`config.mk`:
```
export PLATFORM = sky130hd
export DESIGN_NAME = seg7_scan_decoder
export DESIGN_NICKNAME = d
export VERILOG_FILES = /design/src/rtl/seg7_scan_decoder.sv
export SDC_FILE = /design/constraint.sdc
export NUM_CORES = 1
export LEC_CHECK = 0
export ABC_AREA = 0
export CORE_MARGIN = 4
export CORE_UTILIZATION = 54
export DETAILED_ROUTE_END_ITERATION = 8
export GPL_ROUTABILITY_DRIVEN = 0
export PLACE_DENSITY = 0.78
export RECOVER_POWER = 25
export SLEW_MARGIN = 0
export SYNTH_ARGS = -nofsm -noshare
export SYNTH_HDL_FRONTEND = slang
export SYNTH_SLANG_ARGS = --single-unit
```
`constraint.sdc`:
```
create_clock -name clk -period 3.36 [get_ports clk]
set_input_delay 1.008 -clock clk [delete_from_list [all_inputs] [get_ports clk]]
set_output_delay 1.008 -clock clk [all_outputs]
set_load 0.02 [all_outputs]
```
`src/rtl/seg7_scan_decoder.sv`:
```
// Receive-side 7-segment scan decoder: samples a multiplexed display bus, decodes
// each digit's segment pattern to hex and commits a digit once it has been stable.
module seg7_scan_decoder #(
   parameter int unsigned DIGITS     = 4,
   parameter int unsigned STABLE_CNT = 3,
   localparam int unsigned IDX_W     = $clog2(DIGITS)
) (
   input  logic                  clk,
   input  logic                  rst,
   input  logic                  i_sample_en,
   input  logic [7:0]            i_seg_in,
   input  logic [DIGITS-1:0]     i_an_in,
   output logic [4*DIGITS-1:0]   o_digit_val,
   output logic [DIGITS-1:0]     o_digit_dp,
   output logic [DIGITS-1:0]     o_digit_valid,
   output logic                  o_upd,
   output logic [IDX_W-1:0]      o_upd_idx,
   output logic                  o_err,
   output logic                  o_an_err
);

   localparam int unsigned CNT_W = $clog2(STABLE_CNT + 1);
   localparam logic [CNT_W-1:0] STABLE = CNT_W'(STABLE_CNT);

   logic [3:0]       r_cand_val  [DIGITS];
   logic             r_cand_dp   [DIGITS];
   logic [CNT_W-1:0] r_cnt       [DIGITS];
   logic [3:0]       r_digit_val [DIGITS];
   logic [DIGITS-1:0] r_digit_dp;
   logic [DIGITS-1:0] r_digit_valid;
   logic             r_upd;
   logic [IDX_W-1:0] r_upd_idx;
   logic             r_err;
   logic             r_an_err;

   logic             w_an_any;
   logic             w_an_multi;
   logic [IDX_W-1:0] w_idx;
   logic [3:0]       w_dec_val;
   logic             w_dec_ok;
   logic             w_blank;
   logic             w_dp;
   logic             w_same;
   logic [CNT_W-1:0] w_new_cnt;
   logic             w_reach;
   logic             w_changed;
   logic             w_act;

   assign w_an_any   = |i_an_in;
   assign w_an_multi = (i_an_in & (i_an_in - DIGITS'(1))) != '0;
   assign w_act      = i_sample_en && w_an_any && !w_an_multi;
   assign w_blank    = i_seg_in[7:1] == 7'b0000000;
   assign w_dp       = i_seg_in[0];

   always_comb begin
      w_idx = '0;
      for (int i = 0; i < DIGITS; i++) begin
         if (i_an_in[i]) w_idx = IDX_W'(i);
      end
   end

   always_comb begin
      w_dec_ok  = 1'b1;
      w_dec_val = 4'h0;
      case (i_seg_in[7:1])
         7'b1111110: w_dec_val = 4'h0;
         7'b0110000: w_dec_val = 4'h1;
         7'b1101101: w_dec_val = 4'h2;
         7'b1111001: w_dec_val = 4'h3;
         7'b0110011: w_dec_val = 4'h4;
         7'b1011011: w_dec_val = 4'h5;
         7'b1011111: w_dec_val = 4'h6;
         7'b1110000: w_dec_val = 4'h7;
         7'b1111111: w_dec_val = 4'h8;
         7'b1111011: w_dec_val = 4'h9;
         7'b1110111: w_dec_val = 4'hA;
         7'b0011111: w_dec_val = 4'hB;
         7'b1001110: w_dec_val = 4'hC;
         7'b0111101: w_dec_val = 4'hD;
         7'b1001111: w_dec_val = 4'hE;
         7'b1000111: w_dec_val = 4'hF;
         default:    w_dec_ok  = 1'b0;
      endcase
   end

   // Commit fires only on the transition into STABLE, not while saturated there.
   always_comb begin
      w_same = {w_dec_val, w_dp} == {r_cand_val[w_idx], r_cand_dp[w_idx]};
      if (!w_same) begin
         w_new_cnt = CNT_W'(1);
      end else if (r_cnt[w_idx] < STABLE) begin
         w_new_cnt = r_cnt[w_idx] + CNT_W'(1);
      end else begin
         w_new_cnt = r_cnt[w_idx];
      end
      w_reach   = (w_new_cnt == STABLE) && (!w_same || (r_cnt[w_idx] != STABLE));
      w_changed = !r_digit_valid[w_idx] ||
                  ({r_digit_val[w_idx], r_digit_dp[w_idx]} != {w_dec_val, w_dp});
   end

   always_ff @(posedge clk or posedge rst) begin
      if (rst) begin
         for (int i = 0; i < DIGITS; i++) begin
            r_cand_val[i]  <= 4'h0;
            r_cand_dp[i]   <= 1'b0;
            r_cnt[i]       <= '0;
            r_digit_val[i] <= 4'h0;
         end
         r_digit_dp    <= '0;
         r_digit_valid <= '0;
         r_upd         <= 1'b0;
         r_upd_idx     <= '0;
         r_err         <= 1'b0;
         r_an_err      <= 1'b0;
      end else begin
         r_upd    <= 1'b0;
         r_err    <= 1'b0;
         r_an_err <= i_sample_en && w_an_multi;
         if (w_act) begin
            if (w_blank) begin
               r_cnt[w_idx] <= '0;
            end else if (!w_dec_ok) begin
               r_err        <= 1'b1;
               r_cnt[w_idx] <= '0;
            end else begin
               r_cand_val[w_idx] <= w_dec_val;
               r_cand_dp[w_idx]  <= w_dp;
               r_cnt[w_idx]      <= w_new_cnt;
               if (w_reach && w_changed) begin
                  r_digit_val[w_idx]   <= w_dec_val;
                  r_digit_dp[w_idx]    <= w_dp;
                  r_digit_valid[w_idx] <= 1'b1;
                  r_upd                <= 1'b1;
                  r_upd_idx            <= w_idx;
               end
            end
         end
      end
   end

   always_comb begin
      o_digit_val = '0;
      for (int i = 0; i < DIGITS; i++) begin
         o_digit_val[4*i +: 4] = r_digit_val[i];
      end
   end

   assign o_digit_dp    = r_digit_dp;
   assign o_digit_valid = r_digit_valid;
   assign o_upd         = r_upd;
   assign o_upd_idx     = r_upd_idx;
   assign o_err         = r_err;
   assign o_an_err      = r_an_err;

endmodule

```
After elaboration in Yosys (flattened, before gate mapping)
Cells that the tools add are included.
Word-level totals
  input port bits: 15
  output and inout bits: 29
  logic and storage cells: 118
  register bits: 57
Operators by class
  muxes and demuxes: 45
  add/subtract/negate cells: 2
  equal/unequal tests: 20
  reduce and logical (&&, ||, !) cells: 18
  $lt $le $gt $ge: 5
  bitwise logic cells: 6
Operators by type and width (count)
  $eq A7 B7 Y1 const B: 12
  $pmux W4 S15: 1
  $bwmux W16: 2
  $eq A7 B6 Y1 const B: 3
  $mux W4: 5
  $bmux W4 S2: 2
  $mux W8: 2
  $reduce_or A16 Y1: 1
  $mux W1: 15
  $mux W2: 7
  $and A8 B8 Y8: 1
  $bwmux W4: 2
  $bwmux W8: 1
  $demux W4 S2: 1
  $not A8 Y8: 1
  $eq A7 B5 Y1 const B: 1
  $logic_and A1 B1 Y1: 7
  $logic_not A7 Y1: 1
  $bmux W1 S2: 3
  $eq A5 B5 Y1: 1
  $ne A5 B5 Y1: 1
  $and A4 B4 Y4: 1
  $bmux W2 S2: 1
  $demux W1 S2: 2
  other kinds (19): 22

Longest topological paths before layout
  depth in word-level cells: 17
  mapped depth: 10

Worst setup path before layout
Ideal clock, no wire load.
  path kind: in2reg
  start: input port i_seg_in[5]
  end: register r_digit_dp[0], in the netlist o_digit_dp[0]
  arrival: 3.624 ns
  slack: -0.389 ns
  required time: 3.235 ns
  cell stages on the path: 10
  path through: buf_2 -> and3_1 -> and3_1 -> or4_1 -> buf_6 -> xnor2_1 -> or3_1 -> buf_2 -> a2111oi_4 -> mux2_4
Between the ends
  cells in the longest elaborated chain, start to end: 8
Ends and longest elaborated chain
  start: declaration: RTL line 11  | input logic [7:0] i_seg_in,
  $eq A7 B7 Y1, or another cell as far along: RTL line 65  | case (i_seg_in[7:1])
  $pmux W4 S15: RTL line 65
  $eq A5 B5 Y1: RTL line 88  | w_same = {w_dec_val, w_dp} == {r_cand_val[w_idx], r_cand_dp[w_idx]};
  $mux W2 / $logic_not A1 Y1 (equally long branches): RTL line 89, 96
  $eq A2 B2 Y1 / $logic_or A1 B1 Y1 (equally long branches): RTL line 96  | w_reach = (w_new_cnt == STABLE) && (!w_same || (r_cnt[w_idx] != STABLE));
  $logic_and A1 B1 Y1: RTL line 96
  $logic_and A1 B1 Y1: RTL line 129  | if (w_reach && w_changed) begin
  $reduce_and A4 Y1 (no line) (*)
  end signal: indexed assignment: RTL line 131  | r_digit_dp[w_idx] <= w_dp;
  end: declaration: RTL line 29  | logic [DIGITS-1:0] r_digit_dp;
Every way passes the cells marked *; elsewhere a longest branch is shown, timed or not.
A chain may end at the register's enable or synchronous reset.

Worst setup path in the final report
  start: input port i_an_in[3]
  end: register r_digit_val, in the netlist o_digit_val[9]
Between the ends
  cells in the longest elaborated chain, start to end: 12
Ends and longest elaborated chain
  start: declaration: RTL line 12  | input logic [DIGITS-1:0] i_an_in,
  $mux W2: RTL line 58  | if (i_an_in[i]) w_idx = IDX_W'(i);
  $not A2 Y3 (implied by the code)
  $bmux W2 S2
  $mux W2 (implied by the code) (2 in series)
  $add A2 B1 Y2 / $lt A2 B2 Y1 (equally long branches): RTL line 92, 91
  $mux W2: RTL line 91  | end else if (r_cnt[w_idx] < STABLE) begin
  $mux W2: RTL line 89  | if (!w_same) begin
  $eq A2 B2 Y1: RTL line 96
  $logic_and A1 B1 Y1: RTL line 96
  $logic_and A1 B1 Y1: RTL line 129
  $reduce_and A4 Y1 (no line)
  end signal: indexed assignment: RTL line 130  | r_digit_val[w_idx] <= w_dec_val;
  end: declaration: RTL line 28  | logic [3:0] r_digit_val [DIGITS];
Several ways; a longest one is shown, not always the timed one. The select of a mux whose other input is x is not followed.

==> results.md <==
| Parameter | Value | Unit |
|:---|:---|:---|
| Largest buffer count on any clock path | 2 | - |
| Clock insertion delay at the later pin of the skew report | 0.34 | ns |
| Total of hold buffers inserted after clock tree synthesis | 0 | - |
| Post-place instance area | 4508 | um2 |
| Number of H-tree branching levels | 3 | - |
| Post-Route Hold Slack | 0.4970 | ns |
| Total leakage power | 2.325 | nW |
| Endpoint of the worst setup timing path | o_digit_val[9] | - |
| Number of cells traversed by the worst register-to-register path | 9 | - |
| Count of unique library cells instantiated by Yosys | 67 | - |
| Setup slack of the worst register-to-register path | 0.70 | ns |
| Via/cell ratio | 6.225 | - |
| Max Freq | 0.2781 | GHz |
| Pin count of the biggest net entering global routing | 58 | - |
| Type of the worst setup path | in2reg | - |
| Part of the Yosys area used for sequential elements | 0.4142 | - |
| Post-CTS clock slew at the launch and capture registers of the worst setup and hold paths | 0.07 | ns |
| Number of port buffers | 43 | - |
| Worst path arrival time | 3.86 | ns |
| Yosys synthesis warning count | 0 | - |
| Clock tree from TritonCTS | yes | - |
| Number of instances in the synthesized netlist | 331 | - |
| Nets | 472 | - |
| Predominant post-synthesis flop cell | dfrtp_1 | - |
| Number of sinks handled by clock tree synthesis | 57 | - |
| Crit path max fanout | 10 | - |
| Violations in the final reports | negative setup slack | - |
| Run status | finished, violations left | - |
| Largest vdd supply drop | 312.2 | uV |
| Total power per unit cell area | 389.5 | nW/um2 |
| Vias in the first global route | 3384 | - |
| Detailed-routing iteration count for the pre-antenna-repair pass | 7 | - |
| Clock Skews | 0.01109 | ns |
| Number of antenna violations at the first check in global routing | 0 | - |
| Post-synthesis net count | 346 | - |
| Detailed-route via count | 3343 | - |
| EDFF count, synth | 0 | - |
| Standard-cell rows | 28 | - |
| Total inserted antenna cells | 0 | - |
| Startpoint types | primary input | - |
| DR DRC count | 0 | - |
| Required @ worst endpoint | 3.63 | ns |
| Most common cell after layout, fill and taps aside | buf_4 | - |
| Width of the die | 87.85 | um |
| Height of the die | 87.85 | um |
| Average wire per standard cell | 21.63 | um |
| Remaining antenna violation count after routing | 0 | - |
| Starting DRT DRC Count | 339 | - |
| Worst min-delay path class | reg2reg | - |
| Number of I/O pins | 44 | - |
| Count of fill cells added during filler insertion | 330 | - |
| Startpoint of the worst register-to-register path | r_cand_val[15] | - |
| Post-Syn Area per Cell | 10.40 | um2 |
| Actual slew at the worst max-slew pin | 1.432 | ns |
| Clock root buffer master | clkbuf_8 | - |
| Starting density of the core | 0.5681 | - |
| Core area | 6061 | um2 |
| Synth Cell Area | 3443 | um2 |
| Flops & latches, synth | 57 | - |
| Launch point of the critical path | i_an_in[3] | - |
| Category of the worst setup path capture point | flip-flop | - |
| Post-route cell area | 4945 | um2 |
| Number of buffers created by CTS | 9 | - |
| Half-perimeter wire length after placement | 6820 | um |
| Final Max Tran Viols | 0 | - |
| Growth of design area from synthesis to finish | 43.60 | % |
| Global-route wire length before repair | 17190 | um |
| Final-report hold violation count | 0 | - |
| Worst setup slack before clock tree synthesis | -0.7806 | ns |
| Fraction of registers with async set/reset | 1.000 | - |
| Total setup violations reported at the end of the flow | 28 | - |
| Worst slew margin relative to its limit | 0.04547 | - |
| Die Outline Area | 7718 | um2 |
| Shortest period the worst path allows | 3.596 | ns |
| Layout cell share with drive strength beyond 1 | 0.3831 | - |
| Final critical-path share of the clock period | 1.070 | - |
| Max-cap violations | 0 | - |
| Endpoint of the worst-slack reg-to-reg timing path | o_digit_val[9] | - |
| Total global routing track utilization | 0.2967 | - |
| Most frequent cells in the layout | buf_4, dfrtp_1, clkdlybuf4s50_1 | - |
| Total detailed-routing wirelength | 11620 | um |
| Final global-route overflow total | 0 | - |
| Post-layout worst setup margin | -0.2364 | ns |
[worst max-delay path: stages]
cell and delay, ns:
clkdlybuf4s50_1 0.48, buf_4 0.21, nor2_1 0.21, a221oi_1 0.15
a2111oi_0 0.52, buf_4 0.23, a311oi_4 0.06, a2111oi_4 0.54
buf_4 0.24, mux2i_1 0.21
[cell type report]
cell class | count | area (um2) | share of cell area
repair buffers | 136 | 1196 | 0.2419
inverters | 17 | 68.82 | 0.01392
flip-flops and latches | 57 | 1426 | 0.2885
clock buffers | 11 | 131.4 | 0.02657
multi-input cells | 236 | 1948 | 0.3940
clock inverters | 5 | 80.08 | 0.01619
well taps | 75 | 93.84 | 0.01898
[where the power goes]
group	switching [mW]	total, mW	internal (mW)
combinational	0.239	0.443	0.204
sequential	0.0392	0.781	0.742
clock	0.286	0.703	0.416
total	0.564	1.93	1.36
[layer usage]
layer,up-vias,track usage,share of wire
met4,0,0.1353,0.049
met3,71,0.06115,0.063
li1,1455,-,-
met2,171,0.5164,0.51
met1,1646,0.3513,0.38
met5,-,0,0
[how the worst min path moves through the flow]
stage,from,to,cells after the start
after floorplan,r_cnt[7],r_cnt[7],1
after global placement,o_digit_valid[1],o_digit_valid[1],1
after detailed placement,r_cand_dp[0],r_cand_dp[0],1
after CTS,o_digit_valid[1],o_digit_valid[1],1
after global routing,r_cand_dp[0],r_cand_dp[0],1
final,o_digit_valid[1],o_digit_valid[1],1
[flip-flops by register name (all words and copies together), names as in the netlist]
register       cells
o_upd              1
o_digit_val       16
o_digit_dp         4
o_an_err           1
o_digit_valid      4
r_cand_val        16
o_err              1
r_cnt              8
o_upd_idx          2
r_cand_dp          4
[per-stage QoR]
| stage | total power, mW | std cells | utilization | TNS (ns) |
|---|---|---|---|---|
| 6_report | 1.926 | 537 | 0.8159 | -2.932 |
| 5_1_grt | 1.994 | 537 | 0.8159 | -7.097 |
| 4_1_cts | 1.889 | 534 | 0.8074 | 0 |
| 3_5_place_dp | 1.165 | 510 | 0.7438 | -20.96 |
| 3_3_place_gp | 1.150 | 510 | 0.7438 | -17.89 |
| 2_1_floorplan | 1.016 | 331 | - | -0.6783 |
[cells by family after synthesis]
logic type	Yosys count	synth area share
buffers and inverters	38	0.05741
and+or+nand+nor	103	0.1650
AOI/OAI and AO/OA	69	0.1675
adders and majority gates	1	0.002907
muxes	53	0.1675
xor gates and xnor gates	10	0.02543
DFF	57	0.4142
[timing repair]
action / 4_1_cts / 5_1_grt
gates resized for setup: 28 / 29
endpoints found under the setup margin: 35 / 29
buffers inserted: 7 / 1
pin swaps: 7 / 8
gates cloned: 1 / 2
hold endpoints to repair: 0 / 0
[synthesized netlist by cell type (all sizes together), types with 3 or more instances]
cell	instances	area [um2]
a21oi	21	105.1
nor3b	3	27.52
nand3	3	15.01
buf	16	115.1
a311oi	3	50.05
o211a	3	30.03
and2	3	18.77
nand3b	3	22.52
nor2	30	112.6
clkbuf	5	18.77
and3b	3	26.28
mux2i	28	280.3
nand2	18	67.56
or4	3	22.52
o31ai	3	27.52
o21ai	8	40.04
o211ai	7	52.55
mux2	25	296.5
or2	6	37.54
nand2b	3	18.77
and3	3	18.77
nor3	6	30.03
xnor2	6	52.55
inv	17	63.81
a2111oi	5	87.58
dfrtp	57	1426
a211oi	3	22.52
nor2b	7	43.79
xor2	4	35.03
Note: power is estimated with default switching activity, not from simulation.
